**config.mk**
```make
export PLATFORM = sky130hd
export DESIGN_NAME = mips150_mem_stage_flat
export DESIGN_NICKNAME = d
export VERILOG_FILES = /design/src/rtl/mips150_mem_stage_pkg.sv /design/src/rtl/mips150_mem_stage_if.sv /design/src/rtl/mips150_load_align.sv /design/src/rtl/mips150_mem_stage.sv /design/src/flat_wrapper.sv
export SDC_FILE = /design/constraint.sdc
export NUM_CORES = 1
export LEC_CHECK = 0
export ABC_AREA = 1
export CORE_UTILIZATION = 41
export DETAILED_ROUTE_END_ITERATION = 10
export GPL_TIMING_DRIVEN = 0
export PLACE_DENSITY = 0.67
export SYNTH_ARGS = -nofsm -noshare
export SYNTH_HDL_FRONTEND = slang
export SYNTH_SLANG_ARGS = --single-unit
```
**constraint.sdc**
```tcl
create_clock -name clk -period 2.6 [get_ports clk]
set_input_delay 0.52 -clock clk [delete_from_list [all_inputs] [get_ports clk]]
set_output_delay 0.52 -clock clk [all_outputs]
set_load 0.1 [all_outputs]
```
**src/rtl/mips150_mem_stage_pkg.sv**
```systemverilog
// Shared MIPS150 codes: MemWrite/Mask encodings driven by the decoder, mem-stage FSM states, op record.
// Latency: n/a (types and pure functions only).
// Backpressure: n/a.
//
// Contents: memwrite_e, mask_e, mem_state_e, mem_op_t, and store/alignment helper functions.
package mips150_mem_stage_pkg;

    // Decoder MemWrite field: which store, if any.
    typedef enum logic [1:0] {
        MW_NONE = 2'b00,
        MW_SB   = 2'b01,
        MW_SH   = 2'b10,
        MW_SW   = 2'b11
    } memwrite_e;

    // Decoder Mask field: load width and extension; only meaningful when MemtoReg=1.
    typedef enum logic [2:0] {
        MASK_LB  = 3'b000,
        MASK_LH  = 3'b001,
        MASK_LW  = 3'b010,
        MASK_LBU = 3'b011,
        MASK_LHU = 3'b100
    } mask_e;

    typedef enum logic [1:0] {
        ST_IDLE = 2'b00,
        ST_REQ  = 2'b01,
        ST_WAIT = 2'b10
    } mem_state_e;

    // Memory op captured at accept and held until the op retires.
    typedef struct packed {
        logic [29:0] word;      // word address bits [31:2]
        logic [1:0]  off;       // byte offset inside the word
        logic [1:0]  memwrite;
        logic [2:0]  mask;
        logic        memtoreg;
        logic        regwrite;
        logic [4:0]  rd;
        logic [31:0] wdata;
    } mem_op_t;

    // Big-endian byte enables: bit3 is lane 0 (data[31:24]).
    function automatic logic [3:0] store_we(input logic [1:0] mw, input logic [1:0] off);
        case (mw)
            MW_SB:   return 4'b1000 >> off;
            MW_SH:   return off[1] ? 4'b0011 : 4'b1100;
            MW_SW:   return 4'b1111;
            default: return 4'b0000;
        endcase
    endfunction

    // Replicate the store data across lanes so the byte enables alone select the target.
    function automatic logic [31:0] store_wdata(input logic [1:0] mw, input logic [31:0] wdata);
        case (mw)
            MW_SB:   return {4{wdata[7:0]}};
            MW_SH:   return {2{wdata[15:0]}};
            default: return wdata;
        endcase
    endfunction

    // A load is classified by its mask and takes precedence over any store code.
    // Reserved mask codes are treated as word accesses.
    function automatic logic access_misaligned(input logic [1:0] mw, input logic memtoreg,
                                               input logic [2:0] mask, input logic [1:0] off);
        if (memtoreg) begin
            case (mask)
                MASK_LB, MASK_LBU: return 1'b0;
                MASK_LH, MASK_LHU: return off[0];
                default:           return |off;
            endcase
        end
        case (mw)
            MW_SH:   return off[0];
            MW_SW:   return |off;
            default: return 1'b0;
        endcase
    endfunction

endpackage

```
**src/rtl/mips150_mem_stage_if.sv**
```systemverilog
// Data-memory req/gnt/rvalid bus between the mem stage (master) and data memory (slave).
// Latency: n/a (wiring only).
// Backpressure: master holds req/addr/we/wdata until gnt; read data returns on rvalid.
//
// Signals: mem_req, mem_addr[31:0], mem_we[3:0], mem_wdata[31:0] (master out);
//          mem_gnt, mem_rvalid, mem_rdata[31:0] (slave out).
interface mips150_mem_stage_if;
    logic        mem_req;
    logic [31:0] mem_addr;
    logic [3:0]  mem_we;
    logic [31:0] mem_wdata;
    logic        mem_gnt;
    logic        mem_rvalid;
    logic [31:0] mem_rdata;

    modport master (
        output mem_req, mem_addr, mem_we, mem_wdata,
        input  mem_gnt, mem_rvalid, mem_rdata
    );

    modport slave (
        input  mem_req, mem_addr, mem_we, mem_wdata,
        output mem_gnt, mem_rvalid, mem_rdata
    );
endinterface

```
**src/rtl/mips150_load_align.sv**
```systemverilog
// Load extract: picks the addressed byte/halfword from a big-endian word and extends it.
// Latency: combinational.
// Backpressure: none.
//
// Ports: mask[2:0] load type, off[1:0] byte offset, rdata[31:0] memory word, data[31:0] extended result.
module mips150_load_align
    import mips150_mem_stage_pkg::*;
(
    input  logic [2:0]  mask,
    input  logic [1:0]  off,
    input  logic [31:0] rdata,
    output logic [31:0] data
);

    logic [7:0]  byte_sel;
    logic [15:0] half_sel;

    always_comb begin
        // Lane 0 is the most significant byte.
        case (off)
            2'd0:    byte_sel = rdata[31:24];
            2'd1:    byte_sel = rdata[23:16];
            2'd2:    byte_sel = rdata[15:8];
            default: byte_sel = rdata[7:0];
        endcase
        half_sel = off[1] ? rdata[15:0] : rdata[31:16];

        case (mask)
            MASK_LB:  data = {{24{byte_sel[7]}}, byte_sel};
            MASK_LBU: data = {24'h000000, byte_sel};
            MASK_LH:  data = {{16{half_sel[15]}}, half_sel};
            MASK_LHU: data = {16'h0000, half_sel};
            default:  data = rdata;
        endcase
    end

endmodule

```
**src/rtl/mips150_mem_stage.sv**
```systemverilog
// MIPS150 memory/writeback stage: stores with byte enables, aligned/extended loads, pass-through ALU ops.
// Latency: non-memory and misaligned ops 1 cycle; memory ops 1 cycle after gnt (store) or rvalid (load).
// Backpressure: in_ready drops while a memory op is outstanding; the writeback side cannot stall.
//
// Ports: clk, rst_n; in_valid/in_ready op handshake with in_alu, in_wdata, in_memwrite, in_mask,
//        in_memtoreg, in_regwrite, in_rd; mem (data-memory bus master); wb_valid/wb_we/wb_rd/wb_data
//        writeback beat; exc_misalign and exc_buserr one-cycle exception flags.
module mips150_mem_stage
    import mips150_mem_stage_pkg::*;
#(
    parameter int WAIT_TIMEOUT = 255
) (
    input  logic                       clk,
    input  logic                       rst_n,

    input  logic                       in_valid,
    output logic                       in_ready,
    input  logic [31:0]                in_alu,
    input  logic [31:0]                in_wdata,
    input  logic [1:0]                 in_memwrite,
    input  logic [2:0]                 in_mask,
    input  logic                       in_memtoreg,
    input  logic                       in_regwrite,
    input  logic [4:0]                 in_rd,

    mips150_mem_stage_if.master        mem,

    output logic                       wb_valid,
    output logic                       wb_we,
    output logic [4:0]                 wb_rd,
    output logic [31:0]                wb_data,
    output logic                       exc_misalign,
    output logic                       exc_buserr
);

    localparam int                 CNT_W      = (WAIT_TIMEOUT > 1) ? $clog2(WAIT_TIMEOUT + 1) : 1;
    localparam bit                 TIMEOUT_EN = (WAIT_TIMEOUT != 0);
    // The counter is 0 in the first REQ cycle, so the last allowed cycle holds WAIT_TIMEOUT-1.
    localparam logic [CNT_W-1:0]   CNT_LAST   = CNT_W'((WAIT_TIMEOUT > 0) ? (WAIT_TIMEOUT - 1) : 0);

    mem_state_e        state_q, state_d;
    mem_op_t           op_q, op_d;
    logic [CNT_W-1:0]  cnt_q, cnt_d;
    logic              wb_valid_q, wb_valid_d;
    logic              wb_we_q, wb_we_d;
    logic [4:0]        wb_rd_q, wb_rd_d;
    logic [31:0]       wb_data_q, wb_data_d;
    logic              exc_misalign_q, exc_misalign_d;
    logic              exc_buserr_q, exc_buserr_d;

    logic              accept;
    logic              in_is_mem;
    logic              in_misalign;
    logic              op_done;
    logic              timeout_hit;
    logic              store_active;
    logic [31:0]       load_data;

    assign in_ready    = (state_q == ST_IDLE);
    assign accept      = in_valid & in_ready;
    assign in_is_mem   = in_memtoreg | (in_memwrite != MW_NONE);
    assign in_misalign = access_misaligned(in_memwrite, in_memtoreg, in_mask, in_alu[1:0]);
    assign timeout_hit = TIMEOUT_EN && (cnt_q == CNT_LAST);

    // A store retires on gnt; a load retires on rvalid, which may coincide with gnt.
    always_comb begin
        op_done = 1'b0;
        case (state_q)
            ST_REQ:  op_done = mem.mem_gnt & (~op_q.memtoreg | mem.mem_rvalid);
            ST_WAIT: op_done = mem.mem_rvalid;
            default: op_done = 1'b0;
        endcase
    end

    // Bus fields come straight from the latched op, so they stay stable until gnt.
    assign store_active  = mem.mem_req & ~op_q.memtoreg;
    assign mem.mem_req   = (state_q == ST_REQ);
    assign mem.mem_addr  = mem.mem_req ? {op_q.word, 2'b00} : 32'h0;
    assign mem.mem_we    = store_active ? store_we(op_q.memwrite, op_q.off) : 4'b0000;
    assign mem.mem_wdata = store_active ? store_wdata(op_q.memwrite, op_q.wdata) : 32'h0;

    mips150_load_align u_load_align (
        .mask  (op_q.mask),
        .off   (op_q.off),
        .rdata (mem.mem_rdata),
        .data  (load_data)
    );

    always_comb begin
        state_d        = state_q;
        op_d           = op_q;
        cnt_d          = cnt_q;
        wb_valid_d     = 1'b0;
        wb_we_d        = 1'b0;
        wb_rd_d        = wb_rd_q;
        wb_data_d      = wb_data_q;
        exc_misalign_d = 1'b0;
        exc_buserr_d   = 1'b0;

        case (state_q)
            ST_IDLE: begin
                if (accept) begin
                    if (!in_is_mem) begin
                        wb_valid_d = 1'b1;
                        wb_we_d    = in_regwrite;
                        wb_rd_d    = in_rd;
                        wb_data_d  = in_alu;
                    end else if (in_misalign) begin
                        wb_valid_d     = 1'b1;
                        wb_rd_d        = in_rd;
                        wb_data_d      = 32'h0;
                        exc_misalign_d = 1'b1;
                    end else begin
                        op_d = '{word:     in_alu[31:2],
                                 off:      in_alu[1:0],
                                 memwrite: in_memwrite,
                                 mask:     in_mask,
                                 memtoreg: in_memtoreg,
                                 regwrite: in_regwrite,
                                 rd:       in_rd,
                                 wdata:    in_wdata};
                        cnt_d   = '0;
                        state_d = ST_REQ;
                    end
                end
            end

            ST_REQ, ST_WAIT: begin
                if (op_done) begin
                    wb_valid_d = 1'b1;
                    wb_rd_d    = op_q.rd;
                    if (op_q.memtoreg) begin
                        wb_we_d   = op_q.regwrite;
                        wb_data_d = load_data;
                    end else begin
                        wb_data_d = 32'h0;
                    end
                    state_d = ST_IDLE;
                end else if (timeout_hit) begin
                    // Completion wins over a timeout landing in the same cycle.
                    wb_valid_d   = 1'b1;
                    wb_rd_d      = op_q.rd;
                    wb_data_d    = 32'h0;
                    exc_buserr_d = 1'b1;
                    state_d      = ST_IDLE;
                end else begin
                    cnt_d = cnt_q + 1'b1;
                    if (state_q == ST_REQ && mem.mem_gnt) begin
                        state_d = ST_WAIT;
                    end
                end
            end

            default: state_d = ST_IDLE;
        endcase
    end

    always_ff @(posedge clk or negedge rst_n) begin
        if (!rst_n) begin
            state_q        <= ST_IDLE;
            op_q           <= '0;
            cnt_q          <= '0;
            wb_valid_q     <= 1'b0;
            wb_we_q        <= 1'b0;
            wb_rd_q        <= 5'd0;
            wb_data_q      <= 32'h0;
            exc_misalign_q <= 1'b0;
            exc_buserr_q   <= 1'b0;
        end else begin
            state_q        <= state_d;
            op_q           <= op_d;
            cnt_q          <= cnt_d;
            wb_valid_q     <= wb_valid_d;
            wb_we_q        <= wb_we_d;
            wb_rd_q        <= wb_rd_d;
            wb_data_q      <= wb_data_d;
            exc_misalign_q <= exc_misalign_d;
            exc_buserr_q   <= exc_buserr_d;
        end
    end

    assign wb_valid     = wb_valid_q;
    assign wb_we        = wb_we_q;
    assign wb_rd        = wb_rd_q;
    assign wb_data      = wb_data_q;
    assign exc_misalign = exc_misalign_q;
    assign exc_buserr   = exc_buserr_q;

endmodule
```
**src/flat_wrapper.sv**
```systemverilog
// flat-port wrapper written by rule: the top's interface ports become plain ports
module mips150_mem_stage_flat import mips150_mem_stage_pkg::*;
#(
    parameter int WAIT_TIMEOUT = 255
)
  (clk, rst_n, in_valid, in_ready, in_alu, in_wdata, in_memwrite, in_mask, in_memtoreg, in_regwrite, in_rd, wb_valid, wb_we, wb_rd, wb_data, exc_misalign, exc_buserr, mem_mem_req, mem_mem_addr, mem_mem_we, mem_mem_wdata, mem_mem_gnt, mem_mem_rvalid, mem_mem_rdata);
  mips150_mem_stage_if mem_i ();
  input  logic clk;
  input  logic rst_n;
  input  logic in_valid;
  output logic in_ready;
  input  logic [31:0] in_alu;
  input  logic [31:0] in_wdata;
  input  logic [1:0] in_memwrite;
  input  logic [2:0] in_mask;
  input  logic in_memtoreg;
  input  logic in_regwrite;
  input  logic [4:0] in_rd;
  output logic wb_valid;
  output logic wb_we;
  output logic [4:0] wb_rd;
  output logic [31:0] wb_data;
  output logic exc_misalign;
  output logic exc_buserr;
  output wire logic [$bits(mem_i.mem_req)-1:0] mem_mem_req;
  output wire logic [$bits(mem_i.mem_addr)-1:0] mem_mem_addr;
  output wire logic [$bits(mem_i.mem_we)-1:0] mem_mem_we;
  output wire logic [$bits(mem_i.mem_wdata)-1:0] mem_mem_wdata;
  input wire logic [$bits(mem_i.mem_gnt)-1:0] mem_mem_gnt;
  input wire logic [$bits(mem_i.mem_rvalid)-1:0] mem_mem_rvalid;
  input wire logic [$bits(mem_i.mem_rdata)-1:0] mem_mem_rdata;
  assign mem_mem_req = mem_i.mem_req;
  assign mem_mem_addr = mem_i.mem_addr;
  assign mem_mem_we = mem_i.mem_we;
  assign mem_mem_wdata = mem_i.mem_wdata;
  assign mem_i.mem_gnt = mem_mem_gnt;
  assign mem_i.mem_rvalid = mem_mem_rvalid;
  assign mem_i.mem_rdata = mem_mem_rdata;
  mips150_mem_stage #(.WAIT_TIMEOUT(WAIT_TIMEOUT)) u_core (.clk(clk), .rst_n(rst_n), .in_valid(in_valid), .in_ready(in_ready), .in_alu(in_alu), .in_wdata(in_wdata), .in_memwrite(in_memwrite), .in_mask(in_mask), .in_memtoreg(in_memtoreg), .in_regwrite(in_regwrite), .in_rd(in_rd), .mem(mem_i), .wb_valid(wb_valid), .wb_we(wb_we), .wb_rd(wb_rd), .wb_data(wb_data), .exc_misalign(exc_misalign), .exc_buserr(exc_buserr));
endmodule
```
After elaboration in Yosys (flattened, before gate mapping)
Index checks and enable logic that the tools add are counted.
Widths: inputs -> output; s select.
Storage, ports and cells
  flip-flop bits (word level): 127
  bits of input ports: 113
  output and inout bits: 111
  logic and storage cells: 121
Operators by class
  add/sub/neg operators: 1
  equal/unequal tests: 24
  shifts and indexed selects: 1
  muxes and demuxes: 57
  bitwise logic cells: 7
  reductions and logical operators: 15
Operators with widths (count)
  $mux 32: 8
  $pmux 32 s2: 2
  $pmux 32 s4: 1
  $mux 8: 5
  $mux 5: 5
  $pmux 8 s3: 1
  $mux 1: 17
  $mux 16: 1
  $pmux 8 s2: 1
  $eq 2x2->1 const B: 6
  $mux 2: 6
  $pmux 4 s3: 1
  $reduce_and 4->1: 3
  $ne 2x2->1 const B: 5
  $pmux 1 s2: 5
  $pmux 5 s2: 1
  $add 8x1->8 const B: 1
  $eq 8x8->1 const B: 1
  $mux 4: 2
  $reduce_or 2->1: 4
  $eq 2x1->1 const B: 3
  $eq 3x1->1 const B: 2
  $eq 3x2->1 const B: 2
  $eq 3x3->1 const B: 2
  other kinds (13): 20

Depth between registers and ports, before layout
  depth in word-level cells: 9
  mapped depth: 13

By module
Synthesis repeated with hierarchy kept, for this count alone.
Second synthesis, totals
  cell total of the unflattened synthesis: 1073
  area, all modules: 7787.5 um^2
Modules (own cells, without submodules)
  mips150_mem_stage: times used 1, cells an instance 875, area an instance 6789.0 um^2, sequential area each 3178.0 um^2
  mips150_load_align: times used 1, cells an instance 198, area an instance 998.5 um^2, sequential area each 0.0 um^2

Least setup slack after synthesis
OpenSTA, ideal clock, no wires.
  path kind: register to output
  start: register u_core.state_q[1]
  end: output mem_mem_wdata[16]
  arrival: 4.213 ns
  data required time: 2.080 ns
  slack: -2.133 ns
  cell stages (with the launch flop): 8
  path through: dfrtp_1 inv_1 ha_1 inv_1 nor2_2 clkinv_1 nor2_1 a32o_1
On the way
  word-level cells in the longest chain between the ends: 3
Ends and longest elaborated chain
  from (decl): RTL line mips150_mem_stage.sv:41  | mem_state_e state_q, state_d;
  from (signal assigned): RTL line mips150_mem_stage.sv:170  | state_q <= state_d;
  $eq 2x1->1: RTL line mips150_mem_stage.sv:77  | assign mem.mem_req = (state_q == ST_REQ);
  via mem_mem_req: RTL line flat_wrapper.sv:25  | output wire logic [$bits(mem_i.mem_req)-1:0] mem_mem_req;
  $and 1x1->1: RTL line mips150_mem_stage.sv:76  | assign store_active = mem.mem_req & ~op_q.memtoreg;
  $mux 32: RTL line mips150_mem_stage.sv:80  | assign mem.mem_wdata = store_active ? store_wdata(op_q.memwrite, op_q.wdata) : 32'h0;
  to (decl): RTL line flat_wrapper.sv:28  | output wire logic [$bits(mem_i.mem_wdata)-1:0] mem_mem_wdata;
The timed path passes the listed nets, and every way through them passes these cells.

Worst setup path after layout
  start: register u_core.op_q[42] in the netlist's numbering
  end: output mem_mem_wdata[9]
On the way
  word-level cells in the longest chain between the ends: 3
  elaborated cells between the ends (all ways): 4
Ends and longest elaborated chain
  from (decl): RTL line mips150_mem_stage.sv:42  | mem_op_t op_q, op_d;
  from (signal assigned): RTL line mips150_mem_stage.sv:171  | op_q <= op_d;
  $eq 2x2->1 / $eq 2x1->1 (equally long branches): RTL line mips150_mem_stage_pkg.sv:55  | case (mw)
  $pmux 32 s2 *: RTL line mips150_mem_stage_pkg.sv:55
  $mux 32 *: RTL line mips150_mem_stage.sv:80
Every way passes the cells marked *; elsewhere a longest branch is shown, timed or not.

==> metrics <==
status=finished with violations; failing checks=setup timing; crit-path leading delay family=buffers and inverters; setup slack after layout=-43.30 ps; Tcrit/Tclk final=101.7%; WP data arrival=2120 ps; vias in the first global route=between 7000 and 8000; clk root buf=clkbuf_16; Hold Crit Class=in2async; Total Routing Usage GR=28.85%; VDD IR max=0.8497 mV; top_reg_cell synth=dfrtp_1; fillcell total=~1500; Num CTS Buffers=17; worst hold slack=56.03 ps; final setup violating endpoints=14; Worst Tran Pin Value=around 1000 ps; crit-path most repeated cell=buf_6; Vias/cell=5.008; WS Path Type=reg2out; largest net degree at the start of global routing=69; Synth Area per Inst=~7 µm²; Die H=~140 µm; sequential element share of the synthesized area=43.20%; max incr delay on CP=about 370 ps; Post-Route Utilization=roughly two thirds; via count=between 7000 and 8000; hold_buf cts=0; Mapped Area=roughly 7400 µm²; 1st-iter DRT viols=about 560; Tmin final=approximately 2600 ps; antenna violations before repair=3; worst skew pair latency=~430 ps; PD cells=between 1000 and 1500 nW/µm²; clock slew at reported path FFs=approximately 60 ps; core area=17420 µm²; total I/O pin count=224; first-pass GRT wire length=around 40000 µm; grt ovf=0; Non-Filler Instances=1566; CTS tree=yes; crit-path cells=inv_2 > ha_4 > clkinvlp_4 > buf_6 > buf_6 > buf_6 > o21ai_4 > a21oi_4 > buf_12; Crit path buffers/inverters=6; Synthesis Warnings=0; Residual DRC=0; endpoints failing hold=0; Rows=48; Layout Nets=1448; TritonRoute pass-1 iters=7; clk buf depth=2; Post-Place Cells=about 1500; crit path launch type=flip-flop; Port Buf Inserts=approximately 220; CP Capture Type=primary output; htree depth=4; Worst Path Required=2080 ps; Seq cells post-synth=127; Max Slew Vio Count=0; CP max-delay cell=dfrtp_1; Initial Util=between 40% and 50%; CTS Sinks=~130; cell count after synthesis=around 1100; max-cap violation count=0; Slew HR=between 30% and 40%; Peak Freq=around 380 MHz; Distinct cells, synth=40; die area=approximately 18000 µm²; RSZ-0062 raised after global routing=yes; Die Wd=roughly 140 µm; Total Wirelength=26730 µm; EDFF count, synth=0; placed wire-length estimate=18890 µm; LEAKAGE=5.878 nW; Routed Antenna Nets=0; Final Wtd Congestion=0.9616; clock skew=approximately 6.9 ps; layout cells sized above 1=approximately 20%; post-DR wirelength/cell=17.07 µm; CP max FO=5; Area Growth Syn to Fin=57.18%; share of synthesized registers carrying an async set or reset=100.0%
[cell usage in the layout (no fill, tap or decap), types with 4 or more instances in the layout]
| cell | synthesis | routed |
|---|---|---|
| nor3_1 | 4 | 4 |
| mux2i_1 | 5 | 5 |
| nand2_1 | 500 | 500 |
| nor2_4 | 2 | 23 |
| a32o_4 | 0 | 7 |
| o211ai_1 | 7 | 7 |
| a21oi_4 | 0 | 9 |
| o22ai_2 | 0 | 7 |
| buf_2 | 14 | 43 |
| ha_1 | 10 | 7 |
| inv_2 | 6 | 10 |
| o21ai_0 | 49 | 39 |
| dfrtp_1 | 127 | 126 |
| a21oi_1 | 19 | 8 |
| nor2_1 | 76 | 56 |
| nand3_2 | 12 | 12 |
| buf_12 | 0 | 28 |
| clkbuf_1 | 18 | 12 |
| clkdlybuf4s50_1 | 0 | 152 |
| nand2_2 | 4 | 4 |
| o21ai_4 | 0 | 8 |
| clkbuf_16 | 0 | 18 |
| buf_6 | 8 | 20 |
| or2_2 | 8 | 8 |
| buf_4 | 8 | 35 |
| nand3_1 | 48 | 48 |
| bufinv_16 | 0 | 6 |
| inv_1 | 88 | 81 |
[metal layers]
metal	wire (µm)	vias up	global-route usage, %
li1	-	3814	-
met1	11450	3686	36.21
met2	12790	297	48.04
met3	1708	45	5.928
met4	782	0	12.28
met5	0	-	0
[final timing paths]
check,start,to,slack [ps],depth (start not counted)
worst max-delay path,u_core.op_q[42]$_DFFE_PN0P_,mem_mem_wdata[9],-40,9
worst min-delay path,rst_n,u_core.wb_data[12]$_DFFE_PN0P_,60,1
worst max register to register,u_core.state_q[1]$_DFFE_PN0P_,u_core.wb_data[17]$_DFFE_PN0P_,150,10
worst min register to register,u_core.op_q[70]$_DFFE_PN0P_,u_core.op_q[70]$_DFFE_PN0P_,470,2
max in group asynchronous,rst_n,u_core.op_q[45]$_DFFE_PN0P_,1800,2
min in group clk,u_core.op_q[70]$_DFFE_PN0P_,u_core.op_q[70]$_DFFE_PN0P_,470,2
[worst reg2reg max path: stages (launching register included)]
cell and delay, ps:
dfrtp_1 360, inv_2 60, buf_4 130, ha_1 250
buf_2 210, nor2_1 380, clkbuf_1 540, nand2_1 230
nand2_1 140, nand2_1 50, nand2_1 50
[synth_stat cells (2+ instances only)]
master | n | area [µm²]
clkinv_1 | 3 | 11.26
inv_2 | 6 | 22.52
nor2_4 | 2 | 22.52
nor2_2 | 2 | 12.51
o22ai_1 | 8 | 50.05
o21ai_0 | 49 | 245.2
buf_4 | 8 | 60.06
ha_1 | 10 | 125.1
nand3_2 | 12 | 120.1
o211ai_1 | 7 | 52.55
nand2_2 | 4 | 25.02
a32o_1 | 7 | 70.07
inv_1 | 88 | 330.3
nor3_1 | 4 | 20.02
nand3b_1 | 2 | 15.01
nand3_4 | 2 | 35.03
mux2i_1 | 5 | 50.05
xor2_1 | 3 | 26.28
a21oi_1 | 19 | 95.09
buf_2 | 14 | 70.07
buf_6 | 8 | 90.09
dfrtp_1 | 127 | 3178
nand2_1 | 500 | 1877
a31oi_1 | 2 | 12.51
nand3_1 | 48 | 240.2
clkbuf_1 | 18 | 67.56
nor2_1 | 76 | 285.3
nand4_1 | 3 | 18.77
or2_2 | 8 | 50.05
[where the power goes]
part / total [mW] / switching [mW] / internal [mW]
clock: 2.79 / 0.958 / 1.83
combinational: 10.7 / 7.52 / 3.17
sequential: 3.32 / 0.503 / 2.82
[cell families after synthesis]
family / Yosys count / synth area share (%)
mux: 5 / 0.6803
fa+ha+maj: 10 / 1.701
xor+xnor: 4 / 0.4763
flops: 127 / 43.20
simple gates: 668 / 37.50
compound gates: 95 / 7.483
buf+inv: 146 / 8.912
other cells: 1 / 0.05097
[flip-flops by register name, summed over array words and instances (netlist names)]
name                 count
u_core.op_q             76
u_core.wb_data          32
u_core.cnt_q             8
u_core.wb_rd             5
u_core.state_q           2
u_core.exc_buserr        1
u_core.exc_misalign      1
u_core.wb_valid          1
u_core.wb_we             1
[final cells by class]
type	instances	area [µm²]	share of cell area, %
flip-flops and latches	127	3179	27.49
clock buffers	20	446.7	3.863
well taps	225	281.5	2.435
repair buffers	251	2603	22.51
inverters	97	384.1	3.322
clock inverters	12	231.5	2.002
multi-input cells	784	4086	35.34
plain buffers	46	332.8	2.878
diodes	3	7.507	0.06492
repair inverters	1	11.26	0.09738
[per-stage QoR]
stage | setup TNS (ps) | worst slack [ps] | total power [mW] | instance area, µm²
2_1_floorplan | -3804 | -389.4 | 10.24 | 7726
3_3_place_gp | -578510 | -4217 | 12.47 | 10220
6_report | -279.2 | -43.30 | 16.81 | 11560
4_1_cts | -445.8 | -96.79 | 16.21 | 11390
3_5_place_dp | -44770 | -1509 | 12.56 | 10250
5_1_grt | -1647 | -105.5 | 17.61 | 11560
[timing repair]
item	CTS	global route
hold endpoints to repair	0	0
buffers inserted	14	15
endpoints found under the setup margin	68	63
gates resized for setup	438	85
gates cloned	3	0
pin swaps	5	15
(Power assumes the default switching activity.)
